`config.mk`:
```
export PLATFORM = sky130hd
export DESIGN_NAME = util_reset_gen_flat
export DESIGN_NICKNAME = d
export VERILOG_FILES = /design/src/rtl/util_reset_gen_pkg.sv /design/src/rtl/util_reset_gen_if.sv /design/src/rtl/util_reset_gen_sync.sv /design/src/rtl/util_reset_gen.sv /design/src/flat_wrapper.sv
export SDC_FILE = /design/constraint.sdc
export NUM_CORES = 1
export LEC_CHECK = 0
export CAP_MARGIN = 40
export CORE_ASPECT_RATIO = 1.5
export CORE_UTILIZATION = 51
export DETAILED_ROUTE_END_ITERATION = 8
export GPL_ROUTABILITY_DRIVEN = 0
export HOLD_SLACK_MARGIN = 0.02
export MAX_ROUTING_LAYER = met4
export PLACE_DENSITY = 0.74
export SYNTH_ARGS = -nofsm -noshare
export SYNTH_HDL_FRONTEND = slang
export SYNTH_SLANG_ARGS = --single-unit
```
`constraint.sdc`:
```
create_clock -name clk_i -period 1.8 [get_ports clk_i]
set_input_delay 0.36 -clock clk_i [delete_from_list [all_inputs] [get_ports clk_i]]
set_output_delay 0.36 -clock clk_i [all_outputs]
set_load 0.05 [all_outputs]
```
`src/rtl/util_reset_gen_pkg.sv`:
```
// Shared types and helpers for the domain reset sequencer.
package util_reset_gen_pkg;

    typedef enum logic [1:0] {
        IDLE         = 2'd0,
        ASSERT       = 2'd1,
        WAIT_RELEASE = 2'd2,
        ACK          = 2'd3
    } state_e;

    localparam int unsigned HOLD_MIN = 4;

    function automatic int unsigned max_u(input int unsigned a, input int unsigned b);
        return (a > b) ? a : b;
    endfunction

    // Lower bound on the reset hold width; checked at elaboration by the top.
    function automatic bit hold_cycles_ok(input int unsigned hold);
        return hold >= HOLD_MIN;
    endfunction

endpackage

```
`src/rtl/util_reset_gen_if.sv`:
```
// Request/ack handshake and target-domain reset signals of util_reset_gen.
interface util_reset_gen_if;
    logic req_i;
    logic ack_o;
    logic busy_o;
    logic domain_reset_q_o;
    logic domain_done_i;
    logic err_o;

    modport master (
        output req_i,
        output domain_done_i,
        input  ack_o,
        input  busy_o,
        input  domain_reset_q_o,
        input  err_o
    );

    modport slave (
        input  req_i,
        input  domain_done_i,
        output ack_o,
        output busy_o,
        output domain_reset_q_o,
        output err_o
    );
endinterface

```
`src/rtl/util_reset_gen_sync.sv`:
```
// Two-flop synchronizer with asynchronous active-low reset.
module util_sync (
    input  logic clk_i,
    input  logic rst_ni,
    input  logic d_i,
    output logic q_o
);
    logic meta;

    always_ff @(posedge clk_i or negedge rst_ni) begin
        if (!rst_ni) begin
            meta <= 1'b0;
            q_o  <= 1'b0;
        end else begin
            meta <= d_i;
            q_o  <= meta;
        end
    end
endmodule

```
`src/rtl/util_reset_gen.sv`:
```
// Domain reset sequencer: stretches the target reset, waits for synced release, then acks.
// Optional WAIT_RELEASE timeout with sticky err_o enabled by UTIL_RESET_GEN_TIMEOUT_EN.
module util_reset_gen
    import util_reset_gen_pkg::*;
#(
    parameter int unsigned HOLD_CYCLES    = 16,
    parameter int unsigned TIMEOUT_CYCLES = 1024
) (
    input  logic           clk_i,
    input  logic           reset_i,
    util_reset_gen_if.slave bus
);
    localparam int unsigned CNT_W = $clog2(max_u(HOLD_CYCLES, TIMEOUT_CYCLES) + 1);
    localparam logic [CNT_W-1:0] HOLD_LAST = CNT_W'(HOLD_CYCLES - 1);

    if (!hold_cycles_ok(HOLD_CYCLES)) begin : g_hold_chk
        $error("util_reset_gen: HOLD_CYCLES must be at least %0d", HOLD_MIN);
    end

    state_e           state, state_n;
    logic [CNT_W-1:0] cnt, cnt_n;
    logic             por, por_n;
    logic             done_s;
    logic             rst_q, ack, busy;

    util_sync u_done_sync (
        .clk_i  (clk_i),
        .rst_ni (~reset_i),
        .d_i    (bus.domain_done_i),
        .q_o    (done_s)
    );

`ifdef UTIL_RESET_GEN_TIMEOUT_EN
    localparam logic [CNT_W-1:0] TIMEOUT_LAST = CNT_W'(TIMEOUT_CYCLES - 1);
    logic err, err_n;
`endif

    always_comb begin
        state_n = state;
        cnt_n   = cnt;
        por_n   = por;
`ifdef UTIL_RESET_GEN_TIMEOUT_EN
        err_n   = err;
`endif
        case (state)
            IDLE: begin
                if (bus.req_i) begin
                    state_n = ASSERT;
                    cnt_n   = '0;
                    por_n   = 1'b0;
`ifdef UTIL_RESET_GEN_TIMEOUT_EN
                    err_n   = 1'b0;
`endif
                end
            end
            ASSERT: begin
                // Counter saturates at expiry until a stale done has cleared.
                if (cnt != HOLD_LAST) begin
                    cnt_n = cnt + CNT_W'(1);
                end else if (!done_s) begin
                    state_n = WAIT_RELEASE;
                    cnt_n   = '0;
                end
            end
            WAIT_RELEASE: begin
                if (done_s) begin
                    state_n = por ? IDLE : ACK;
                    por_n   = 1'b0;
                    cnt_n   = '0;
                end
`ifdef UTIL_RESET_GEN_TIMEOUT_EN
                else if (cnt == TIMEOUT_LAST) begin
                    state_n = por ? IDLE : ACK;
                    por_n   = 1'b0;
                    err_n   = 1'b1;
                    cnt_n   = '0;
                end else begin
                    cnt_n = cnt + CNT_W'(1);
                end
`endif
            end
            ACK: begin
                if (!bus.req_i) begin
                    state_n = IDLE;
                    cnt_n   = '0;
                end
            end
            default: begin
                state_n = IDLE;
                cnt_n   = '0;
            end
        endcase
    end

    // Outputs are registered from the next state so they line up with the state register.
    always_ff @(posedge clk_i or posedge reset_i) begin
        if (reset_i) begin
            state <= ASSERT;
            cnt   <= '0;
            por   <= 1'b1;
            rst_q <= 1'b0;
            ack   <= 1'b0;
            busy  <= 1'b1;
        end else begin
            state <= state_n;
            cnt   <= cnt_n;
            por   <= por_n;
            rst_q <= (state_n != ASSERT);
            ack   <= (state_n == ACK);
            busy  <= (state_n == ASSERT) || (state_n == WAIT_RELEASE);
        end
    end

`ifdef UTIL_RESET_GEN_TIMEOUT_EN
    always_ff @(posedge clk_i or posedge reset_i) begin
        if (reset_i) begin
            err <= 1'b0;
        end else begin
            err <= err_n;
        end
    end
    assign bus.err_o = err;
`else
    assign bus.err_o = 1'b0;
`endif

    assign bus.domain_reset_q_o = rst_q;
    assign bus.ack_o            = ack;
    assign bus.busy_o           = busy;
endmodule

```
`src/flat_wrapper.sv`:
```
// flat-port wrapper written by rule: the top's interface ports become plain ports
module util_reset_gen_flat import util_reset_gen_pkg::*;
#(
    parameter int unsigned HOLD_CYCLES    = 16,
    parameter int unsigned TIMEOUT_CYCLES = 1024
)
  (clk_i, reset_i, bus_req_i, bus_domain_done_i, bus_ack_o, bus_busy_o, bus_domain_reset_q_o, bus_err_o);
  util_reset_gen_if bus_i ();
  input  logic clk_i;
  input  logic reset_i;
  input wire logic [$bits(bus_i.req_i)-1:0] bus_req_i;
  input wire logic [$bits(bus_i.domain_done_i)-1:0] bus_domain_done_i;
  output wire logic [$bits(bus_i.ack_o)-1:0] bus_ack_o;
  output wire logic [$bits(bus_i.busy_o)-1:0] bus_busy_o;
  output wire logic [$bits(bus_i.domain_reset_q_o)-1:0] bus_domain_reset_q_o;
  output wire logic [$bits(bus_i.err_o)-1:0] bus_err_o;
  assign bus_i.req_i = bus_req_i;
  assign bus_i.domain_done_i = bus_domain_done_i;
  assign bus_ack_o = bus_i.ack_o;
  assign bus_busy_o = bus_i.busy_o;
  assign bus_domain_reset_q_o = bus_i.domain_reset_q_o;
  assign bus_err_o = bus_i.err_o;
  util_reset_gen #(.HOLD_CYCLES(HOLD_CYCLES), .TIMEOUT_CYCLES(TIMEOUT_CYCLES)) u_core (.clk_i(clk_i), .reset_i(reset_i), .bus(bus_i));
endmodule
```
==> results_dict.tcl <==
set metrics [dict create \
    die_h_um 58.5 \
    dpl.hpwl_mm 1.93 \
    switching_share_pct 41.5 \
    r2r_cells 5 \
    seqPwrFrac_pct 33.7 \
    yosysTopAreaCellShare_pct 37.0 \
    worstReg2RegStart "u_core.cnt[0]" \
    layout-drive-gt1-share_pct 32.4 \
    n_antenna_cell 0 \
    critPathArrivalTime_ps 1990 \
    rsz0062_at_grt "true" \
    drc 0 \
    cts-root-buf "clkbuf_4" \
    switchingPower_uw 840 \
    pre_cts_ws_ps -224 \
    intPower_uw 1180 \
    yosys.area.top_type "dfrtp_1" \
    firstDrtPassIters 4 \
    post-route-min-period_ps 1770 \
    track_usage_pct 26.7 \
    rows 20 \
    core_area_um2 2000 \
    worst_setup_path_end_kind "flip-flop" \
    cp_slowest_cell "or4_4" \
    numCtsBuffers 3 \
    p_per_area_nw_per_um2 1510 \
    ant_nets 0 \
    hp-class "in2async" \
    criticalPathCategory "reg2reg" \
    synth_area_leaders "dfrtp_1 (37%), dfstp_2 (7.3%), o31ai_1 (6.9%)" \
    grt_max_degree 14 \
    fin_crit_sh_pct 98.2 \
    cts_sinks 19 \
    initial_core_util_pct 54.1 \
    tns_ps 0 \
    r2r_setup_slack_ps 30 \
    synth_cell_types 40 \
    power_frac_comb_pct 55.9 \
    p_leak_uw 0.000612 \
    finalWirelength_mm 2.59 \
    vias 970 \
    cts.reportedPaths.clkPinSlew_ps 110 \
    status "completed" \
    dp.cells 156 \
    portBuffers 6 \
    area_growth_pct 23.8 \
    netlist_area_um2 1080 \
    slowest_delay_ps 500 \
    cts_tree "done" \
    cp.required_ps 2020 \
    slew_violations 0 \
    stdcell_count 161 \
    ys_ff_latch 19 \
    clock_latency_ps 290 \
    skew_ps 5.22 \
    setup_viol 0 \
    wl_per_cell_um 16.1 \
    antenna_found_initial 0 \
    die_area_um2 2320 \
    io_pins 8 \
    cts_max_level 1 \
    syn_inst 111 \
    synth-edff-count 0 \
    synthArstFlopShare_pct 100 \
    max_freq_mhz 566 \
    grt_pass1_vias 959 \
    crit_path_start_kind "flip-flop" \
    synth_common_cells "dfrtp_1 (16), nand2_1 (10), o31ai_1 (10)" \
    ir_worst_vdd_uv 960 \
    crit_fanout 4 \
    pwr-share-clk_pct 10.4 \
    grt_pass1_wl_mm 4.16 \
    worstPathCellList "ha_4 -> nand2_2 -> or4_4 -> or4_1 -> a21oi_1" \
    grt-ovfl-total 0 \
    total_power_uw 2020 \
    initialDrtViolationCount 52 \
    die_w_um 39.6 \
    ys.warnings.count 0 \
    yosysMostFrequentCell "dfrtp_1" \
    syn_nets 116 \
    avgSynthCellArea_um2 9.76 \
    fin_ws_ps 31.8 \
    maxCapViolCount 0 \
    ys.flop_type "dfrtp_1" \
    seq_area_frac_synth_pct 44.2 \
    r2r_end "u_core.cnt[10]" \
    post_drt_via_cell_ratio 6.02 \
    finalHoldViolCount 0 \
    nNetsFinal 145 \
    clockBufferDepth 2 \
]
cell type report:
cell class	count	area (um^2)
Sequential cell	19	479
Multi-Input combinational cell	82	557
Fill cell	159	661
Timing Repair Buffer	30	236
Inverter	4	15.0
Clock buffer	4	26.3
Tap cell	22	27.5
placed cells by master (no fill, tap or decap), types with 4 or more instances in the layout:
cell type and n:
buf_4 26, dfrtp_1 16, nand2_1 9, o31ai_1 9, nor2_1 7, a21oi_1 7, o21ai_0 5, inv_1 4
nand3_1 4, and3_1 4, or4_1 4
flip-flops by register name, summed over array words and instances (netlist names):
register and cells:
u_core.bus.busy_o 1, u_core.state 2, u_core.bus.domain_reset_q_o 1, u_core.u_done_sync.q_o 1
u_core.por 1, u_core.bus.ack_o 1, u_core.cnt 11, u_core.u_done_sync.meta 1
power by group through the flow:
stage / logic, uW / clock network [uW] / registers (uW)
after floorplan: 587 / 0 / 738
after global placement: 1040 / 0 / 668
after detailed placement: 1060 / 0 / 676
after CTS: 1130 / 220 / 681
after global routing: 1240 / 235 / 696
final: 1130 / 211 / 682
metrics by stage:
step                instance area, um^2  hold slack, ps  util, %
floorplan                          1090             309        -
global placement                   1270             334     63.4
detailed placement                 1270             337     63.4
CTS                                1330             327     66.3
global route                       1340             364     67.0
finish                             1340             327     67.0
layer usage:
layer,global-route usage [%],part of all wire [%],vias to the layer above
met1,29.0,39,472
met5,-,0,-
li1,-,-,475
met3,2.64,3.1,4
met4,12.3,1.7,0
met2,46.4,56,19
critical path, delay by kind of cell, from the launching register on:
kind                       cells  cell delay, ps
AOI/OAI and AO/OA              1             130
adders and majority gates      1             190
DFF                            1             430
and+or+nand+nor                3             950
cells by family after synthesis:
| family | after synthesis | synth area share, % |
|---|---|---|
| adders and majority gates | 1 | 1.15 |
| buffers and inverters | 10 | 7.97 |
| other | 1 | 0.346 |
| DFF | 19 | 44.2 |
| AOI/OAI and AO/OA | 33 | 20.8 |
| and+or+nand+nor | 46 | 24.7 |
| xor gates and xnor gates | 1 | 0.808 |
worst max-delay path by stage:
stage                  startpoint              to  cells past startpoint
global route        u_core.cnt[0]  u_core.cnt[10]                      5
CTS                 u_core.cnt[0]  u_core.cnt[10]                      5
detailed placement      bus_req_i   u_core.cnt[5]                      5
finish              u_core.cnt[0]  u_core.cnt[10]                      5
floorplan           u_core.cnt[5]   u_core.cnt[3]                      5
global placement        bus_req_i   u_core.cnt[6]                      5
what timing repair did:
item                                    4_1_cts  5_1_grt
gates cloned                                  0        0
pin swaps                                     4        3
hold buffers                                  0        0
resized for setup                             5        2
endpoints found under the setup margin        5        2
buffers inserted                              0        1
hold endpoints to repair                      0        0
(Power assumes the default switching activity.)
